$ cat config.mk
export PLATFORM = sky130hd
export DESIGN_NAME = ysyx_24090012_lsu
export DESIGN_NICKNAME = d
export VERILOG_FILES = /design/src/rtl/ysyx_24090012_lsu.sv
export SDC_FILE = /design/constraint.sdc
export NUM_CORES = 1
export LEC_CHECK = 0
export ABC_AREA = 1
export CELL_PAD_IN_SITES_DETAIL_PLACEMENT = 0
export CELL_PAD_IN_SITES_GLOBAL_PLACEMENT = 2
export CORE_MARGIN = 2
export CORE_UTILIZATION = 22
export DETAILED_ROUTE_END_ITERATION = 12
export PLACE_DENSITY_LB_ADDON = 0.08
export SYNTH_ARGS = -nofsm -noshare
export SYNTH_HDL_FRONTEND = slang
export SYNTH_SLANG_ARGS = --single-unit
$ cat constraint.sdc
create_clock -name clk -period 1.7 [get_ports clk]
set_clock_uncertainty 0.1 [all_clocks]
set_input_delay 0.255 -clock clk [delete_from_list [all_inputs] [get_ports clk]]
set_output_delay 0.255 -clock clk [all_outputs]
set_load 0.05 [all_outputs]
$ cat src/rtl/ysyx_24090012_lsu.sv
// Load/store unit between EXU and writeback.
// Takes one memory operation at a time from EXU and runs it as a single bus
// request/response toward data memory. It aligns store lanes, generates byte
// strobes, and sign- or zero-extends load data. The result goes to writeback
// through a valid/ready handshake. Every output is decoded from the FSM state
// and latched data only, so no input reaches an output combinationally.
module ysyx_24090012_lsu (
    input  logic        clk,
    input  logic        rst,
    input  logic        in_valid,
    output logic        in_ready,
    input  logic [31:0] in_addr,
    input  logic [31:0] in_wdata,
    input  logic [3:0]  in_op,
    input  logic [4:0]  in_rd,
    output logic        mem_req_valid,
    input  logic        mem_req_ready,
    output logic [31:0] mem_addr,
    output logic        mem_wen,
    output logic [31:0] mem_wdata,
    output logic [3:0]  mem_wstrb,
    input  logic        mem_rsp_valid,
    input  logic        mem_rsp_err,
    input  logic [31:0] mem_rdata,
    output logic        out_valid,
    input  logic        out_ready,
    output logic [31:0] out_result,
    output logic [4:0]  out_rd,
    output logic        out_rf_wen,
    output logic        out_err
);

    localparam logic [1:0] S_IDLE = 2'd0;
    localparam logic [1:0] S_REQ  = 2'd1;
    localparam logic [1:0] S_WAIT = 2'd2;
    localparam logic [1:0] S_DONE = 2'd3;

    logic [1:0]  state;
    logic [31:0] addr_q;
    logic [31:0] wdata_q;
    logic [31:0] rdata_q;
    logic [3:0]  op_q;
    logic [4:0]  rd_q;
    logic        err_q;

    // The access is illegal if the size is 11, or if the address is not
    // aligned to the access size.
    function automatic logic is_misaligned(input logic [3:0] op, input logic [1:0] a);
        logic bad;
        case (op[1:0])
            2'b00:   bad = 1'b0;
            2'b01:   bad = a[0];
            2'b10:   bad = (a != 2'b00);
            default: bad = 1'b1;
        endcase
        return bad;
    endfunction

    // Byte strobes for a store: a base mask per size, shifted to the addressed lane.
    function automatic logic [3:0] store_strb(input logic [3:0] op, input logic [1:0] a);
        logic [3:0] base;
        case (op[1:0])
            2'b00:   base = 4'b0001;
            2'b01:   base = 4'b0011;
            default: base = 4'b1111;
        endcase
        return base << a;
    endfunction

    // Shift the addressed lane down to bit 0, then extend it to 32 bits.
    function automatic logic [31:0] load_extend(input logic [31:0] rdata, input logic [3:0] op,
                                                input logic [1:0] a);
        logic [31:0] v;
        logic [31:0] r;
        v = rdata >> {a, 3'b000};
        case (op[1:0])
            2'b00:   r = op[2] ? {24'b0, v[7:0]}   : {{24{v[7]}}, v[7:0]};
            2'b01:   r = op[2] ? {16'b0, v[15:0]}  : {{16{v[15]}}, v[15:0]};
            default: r = v;
        endcase
        return r;
    endfunction

    // FSM and operand latches. A misaligned or illegal access skips the bus
    // and goes straight to DONE. A bus response is honoured only in WAIT.
    always_ff @(posedge clk) begin
        if (rst) begin
            state   <= S_IDLE;
            addr_q  <= '0;
            wdata_q <= '0;
            rdata_q <= '0;
            op_q    <= '0;
            rd_q    <= '0;
            err_q   <= 1'b0;
        end else begin
            case (state)
                S_IDLE: begin
                    if (in_valid) begin
                        addr_q  <= in_addr;
                        wdata_q <= in_wdata;
                        op_q    <= in_op;
                        rd_q    <= in_rd;
                        rdata_q <= '0;
                        err_q   <= is_misaligned(in_op, in_addr[1:0]);
                        state   <= is_misaligned(in_op, in_addr[1:0]) ? S_DONE : S_REQ;
                    end
                end
                S_REQ: begin
                    if (mem_req_ready) state <= S_WAIT;
                end
                S_WAIT: begin
                    if (mem_rsp_valid) begin
                        rdata_q <= mem_rdata;
                        err_q   <= mem_rsp_err;
                        state   <= S_DONE;
                    end
                end
                default: begin
                    if (out_ready) state <= S_IDLE;
                end
            endcase
        end
    end

    logic in_req;
    logic is_store;
    logic in_done;
    logic load_ok;

    // Output decode. Payloads are forced to zero outside their valid state.
    always_comb begin
        in_req        = (state == S_REQ);
        in_done       = (state == S_DONE);
        is_store      = op_q[3];
        load_ok       = in_done & ~is_store & ~err_q;

        in_ready      = (state == S_IDLE);
        mem_req_valid = in_req;
        mem_addr      = in_req ? {addr_q[31:2], 2'b00} : 32'd0;
        mem_wen       = in_req & is_store;
        mem_wdata     = (in_req & is_store) ? (wdata_q << {addr_q[1:0], 3'b000}) : 32'd0;
        mem_wstrb     = (in_req & is_store) ? store_strb(op_q, addr_q[1:0]) : 4'd0;

        out_valid     = in_done;
        out_rd        = in_done ? rd_q : 5'd0;
        out_err       = in_done & err_q;
        out_rf_wen    = load_ok;
        out_result    = load_ok ? load_extend(rdata_q, op_q, addr_q[1:0]) : 32'd0;
    end

endmodule

After elaboration in Yosys (flattened, before gate mapping)
Cells that the tools add are included.
- bits in registers: 108
- output and inout bits: 111
- bits of input ports: 112
- muxes and demuxes: 24
- equality and inequality tests: 9
- bitwise operators: 6
- reductions and logical operators: 9
- shift-type cells: 3
- operators by type and width (kind ; count):
    32-bit two-way mux ; 7
    32-bit one-hot mux with 2 select lines ; 2
    32-bit by 5-bit << shifter with 32-bit output ; 1
    32-bit by 5-bit >> shifter with 32-bit output ; 1
    2-bit two-way mux ; 5
    4-bit one-hot mux with 2 select lines ; 1
    2-bit by 1-bit equality test with 1-bit output (second input constant) ; 3
    2-bit equality test (second input constant) ; 3
    2-bit logical NOT ; 3
    2-bit one-hot mux with 3 select lines ; 1
    5-bit two-way mux ; 1
    1-bit bitwise AND ; 4
    1-bit two-way mux ; 4
    4-bit two-way mux ; 1
    2-bit inequality test (second input constant) ; 2
    4-bit AND reduction ; 1
    2-bit nonzero test ; 2
    4-bit nonzero test ; 1
    4-bit by 2-bit << shifter with 4-bit output ; 1
    1-bit one-hot mux with 3 select lines ; 1
    3-bit AND reduction ; 1
    2-bit by 1-bit inequality test with 1-bit output (second input constant) ; 1
    1-bit NOT ; 2
    1-bit one-hot mux with 2 select lines ; 1
    2-bit AND reduction ; 1

Depth between registers and ports, before layout
- depth after elaboration: 8
- mapped depth: 10
- gate-level depth less buffers: 9

Least setup slack after synthesis
Ideal clock, no wire load.
- path kind: reg2out
- start: reg state[1]
- end: out mem_wdata[0]
- path buffers: 1
- slack: -1.638 ns
- stages on the path, launching flop included: 10
- data required time: 1.345 ns
- arrival time: 2.983 ns
- cell sequence: dfxtp_1 inv_1 ha_1 buf_2 nand2_2 nor2_1 inv_2 nor2_1 inv_2 nor2_1
- word-level cells in the longest chain between the ends: 3
- ends and longest elaborated chain (what ; RTL line ; source):
    start, declared ; 38 ; logic [1:0] state;
    start signal, assigned ; 105 ; state <= is_misaligned(in_op, in_addr[1:0]) ? S_DONE : S_REQ;
    2-bit by 1-bit equality test with 1-bit output ; 132 ; in_req = (state == S_REQ);
    via mem_req_valid ; 16 ; output logic mem_req_valid,
    1-bit bitwise AND ; 141 ; mem_wdata = (in_req & is_store) ? (wdata_q << {addr_q[1:0], 3'b000}) : 32'd0;
    32-bit two-way mux ; 141 ;
    end, declared ; 20 ; output logic [31:0] mem_wdata,
The timed path passes the listed nets, and every way through them passes these cells.

Worst setup path in the final report
- start: reg state[1]
- end: out mem_wdata[17]
- word-level cells in the longest chain between the ends: 3
- ends and longest elaborated chain (what ; RTL line):
    2-bit by 1-bit equality test with 1-bit output ; 132
    1-bit bitwise AND ; 141
    32-bit two-way mux ; 141
No other way between the ends.

==> results by group <==
Global routing
  – Vias in the first global route: 6565
  – Largest net degree at the start of global routing: 37
  – First-pass GRT wire length: 37100 um
  – Initial antenna violation count: 2
  – Tot GR Track Use: 17.89%
  – GRT overflow: 0

Power
  – Net Sw Frac: 44.00%
  – Max VDD drop: 595.2 uV
  – Clock network power share: 14.1%
  – Total net switching power: 6616 uW
  – Int Power: 8420 uW
  – PwrDens: 1189 nW/um2
  – Comb pwr share: 62.7%
  – Leakage: 0.004633 uW
  – Sequential power share: 23.2%

CTS
  – Clock transition at path regs: 0.08 ns
  – CTS H-tree depth: 3
  – CTS Root Cell: clkbuf_16
  – Clock sink total: 108
  – CTS tree: done
  – Clock buffer depth: 2
  – Num CTS Buffers: 9
  – Cts hold-fix bufs: 0
  – Worst skew pair latency: 0.35 ns

Worst hold path
  – WHS Path Cells: 3
  – Hold Path Sink: rdata_q[3]$_SDFFE_PP0P_
  – Worst hold path class: input pin to flip-flop
  – Hold Crit Start: mem_rdata[3]

Route
  – Vias per cell: 4.414
  – DR DRC count: 0
  – DR vias: 6718
  – Initial DRC Count: 268
  – TritonRoute pass-1 iters: 4
  – Final WL: 25120 um
  – Antenna viol nets, final: 0
  – Wire per inst: 16.50 um

Floorplanning
  – Die width: 164.1 um
  – Full die area: 26920 um2
  – I/O pin count: 223
  – Core area: 25180 um2
  – Die H: 164.1 um
  – # rows: 58
  – Initial Util: 22.39%

Synthesis
  – Seq/Total Area, Yosys: 38.35%
  – Multiplexer share of the synthesized area: 0%
  – Cells after synthesis: 877
  – Cell area after synthesis: 5638 um2
  – Post-synthesis adder-cell area fraction: 1.110%
  – XOR/XNOR Fraction of Synth Area: 0%
  – Synth async-reset ratio: 0%
  – Seq cells post-synth: 108
  – Simple-gate portion of the synthesized area: 29.12%
  – Synth Warn #: 0
  – EDFF count, synth: 0
  – Largest family of logic cells by synthesized area: simple AND/OR/NAND/NOR gates
  – Distinct cells, synth: 29
  – Synth Area in Compound Gates: 19.35%
  – Main synth FF type: dfxtp_1
  – Syn avg cell area: 6.429 um2

Worst setup path
  – Max incr delay on CP: 0.35 ns
  – Critical path origin: state[1]$_SDFFE_PP0P_
  – Critical path fanouts, max: 7
  – Worst r2r src: state[1]$_SDFFE_PP0P_
  – R2R Setup Slk: -0.17 ns
  – Crit Path Class: flip-flop to output port
  – Worst r2r dst: state[0]$_SDFFE_PP0P_
  – Worst Setup End Kind: output port
  – Worst path arrival time: 1.79 ns
  – Critical path launch point type: flip-flop
  – Crit-path slowest cell: dfxtp_4
  – Crit path cell chain: inv_4 > ha_4 > nand2_4 > nor2_4 > inv_8 > buf_8 > o32ai_4 > buf_12
  – Worst R2R Path Depth: 12
  – Worst EP required: 1.34 ns

Cells and area
  – Register area: 2177 um2
  – P&R area growth vs syn: 124.2%
  – Share of layout cells above drive strength 1: 46.43%
  – Commonest non-fill, non-tap cell in the layout: nor2_1
  – Multi-input logic area: 4305 um2
  – Number of fill cells in the layout: 2446
  – Commonest cells after routing, fill and taps aside: 160 x nor2_1, 118 x buf_12, 111 x nand2_1, 111 x clkdlybuf4s50_1, 102 x dfxtp_1
  – Fin nets: 1303
  – Design Area, Final: 12640 um2

Place
  – IO Port Bufs: 220
  – Hpwl dp: 17270 um
  – Final Wtd Congestion: 0.7905
  – Placed instance area: 10910 um2

STA
  – Final hold violation count: 0
  – Post-Route Setup TNS: -42.26 ns
  – Max Clock Freq: 465.5 MHz
  – Final min period: 2.148 ns
  – PnR worst setup slack: -0.4482 ns
  – Final clock period utilization by the worst path: 126.4%
  – Slew Viols, Final: 0
  – Worst-Margin Slew: 0.5059 ns
  – # setup viols final: 155
  – Worst slew margin: 66.27%
  – RSZ-0062 raised after global routing: yes

Run status
  – Violated checks: negative setup slack
  – Status: complete, but fails checks

Job
  – Max-Cap Viols: 0
## Yosys cell counts (2+ instances only)
| master | count | area share, % |
|---|---|---|
| a21oi_1 | 64 | 5.7 |
| nand2_2 | 2 | 0.22 |
| nand3_4 | 2 | 0.62 |
| nand3_1 | 27 | 2.4 |
| ha_1 | 5 | 1.1 |
| a31oi_1 | 7 | 0.78 |
| buf_2 | 22 | 2.0 |
| o31ai_1 | 7 | 0.93 |
| inv_1 | 84 | 5.6 |
| dfxtp_1 | 108 | 38 |
| o32ai_1 | 16 | 2.5 |
| nor2_1 | 184 | 12 |
| clkbuf_1 | 31 | 2.1 |
| inv_2 | 5 | 0.33 |
| buf_4 | 5 | 0.67 |
| nand2_1 | 186 | 12 |
| nand3_2 | 4 | 0.71 |
| buf_6 | 4 | 0.80 |
| o21ai_1 | 12 | 1.1 |
| o21ai_0 | 93 | 8.3 |
## how the worst max path moves through the flow
stage                     end  slack [ns]  cells after the start
2_1_floorplan   mem_wdata[16]       -0.51                      7
3_3_place_gp   out_result[18]       -0.19                      8
3_5_place_dp   out_result[30]       -0.17                      8
4_1_cts         mem_wdata[24]       -0.50                      8
5_1_grt         mem_wdata[24]       -0.55                      8
6_report        mem_wdata[17]       -0.45                      8
## final cells by class
cell class	count	share of cell area (%)
timing repair buffer	361	38.51
multi-input combinational	615	34.06
sequential	108	17.22
inverter	91	4.681
tap	330	3.266
clock buffer	11	1.920
clock inverter	5	0.3266
antenna	1	0.01979
## through the flow
| step | cells | hold slack [ns] | setup slack [ns] | power, uW | util [%] |
|---|---|---|---|---|---|
| after global routing | 1521 | 0.3456 | -0.5509 | 15940 | 50.19 |
| final | 1522 | 0.3529 | -0.4482 | 15040 | 50.20 |
| after detailed placement | 1468 | 0.3532 | -0.1740 | 10600 | 43.34 |
| after global placement | 1468 | 0.3505 | -0.1854 | 10590 | 43.34 |
| after CTS | 1502 | 0.3350 | -0.5032 | 13850 | 47.26 |
| after floorplan | 878 | 0.3024 | -0.5084 | 7574 | - |
## flip-flops by register name (all words and copies together) (netlist names)
register and cells:
addr_q 32, rdata_q 32, wdata_q 32, rd_q 5, op_q 4, state 2, err_q 1
## power by group through the flow
stage	clock [uW]	combinational (uW)	sequential, uW
floorplan	0	4170	3400
global placement	0	7130	3460
detailed placement	0	7130	3470
CTS	2210	8170	3460
global route	2310	10100	3560
finish	2130	9430	3480
## layer usage
layer / GRT usage [%] / part of all wire (%)
met1: 25.46 / 48
met2: 27.22 / 45
met3: 4.646 / 6.4
met4: 3.509 / 0.78
met5: 0 / 0
## repair_timing
item | 4_1_cts | 5_1_grt
gates cloned | 4 | 9
setup buffers | 15 | 13
setup endpoints to repair | 207 | 134
pin swaps | 23 | 21
resized for setup | 147 | 164
## critical path, delay by kind of cell (launching register included)
| kind | cells | cell delay (ns) |
|---|---|---|
| AOI/OAI and AO/OA | 1 | 0.26 |
| adders and majority gates | 1 | 0.13 |
| buffers and inverters | 4 | 0.46 |
| DFF | 1 | 0.35 |
| and+or+nand+nor | 2 | 0.23 |
## kinds of logic (layout without fill, tap and decap cells)
family / after synthesis / after routing
simple gates: 408 / 408
fa+ha+maj: 5 / 5
compound gates: 200 / 200
buf+inv: 155 / 468
flops: 108 / 108
other cells: 1 / 3
Power figures use the tool's default switching activity.
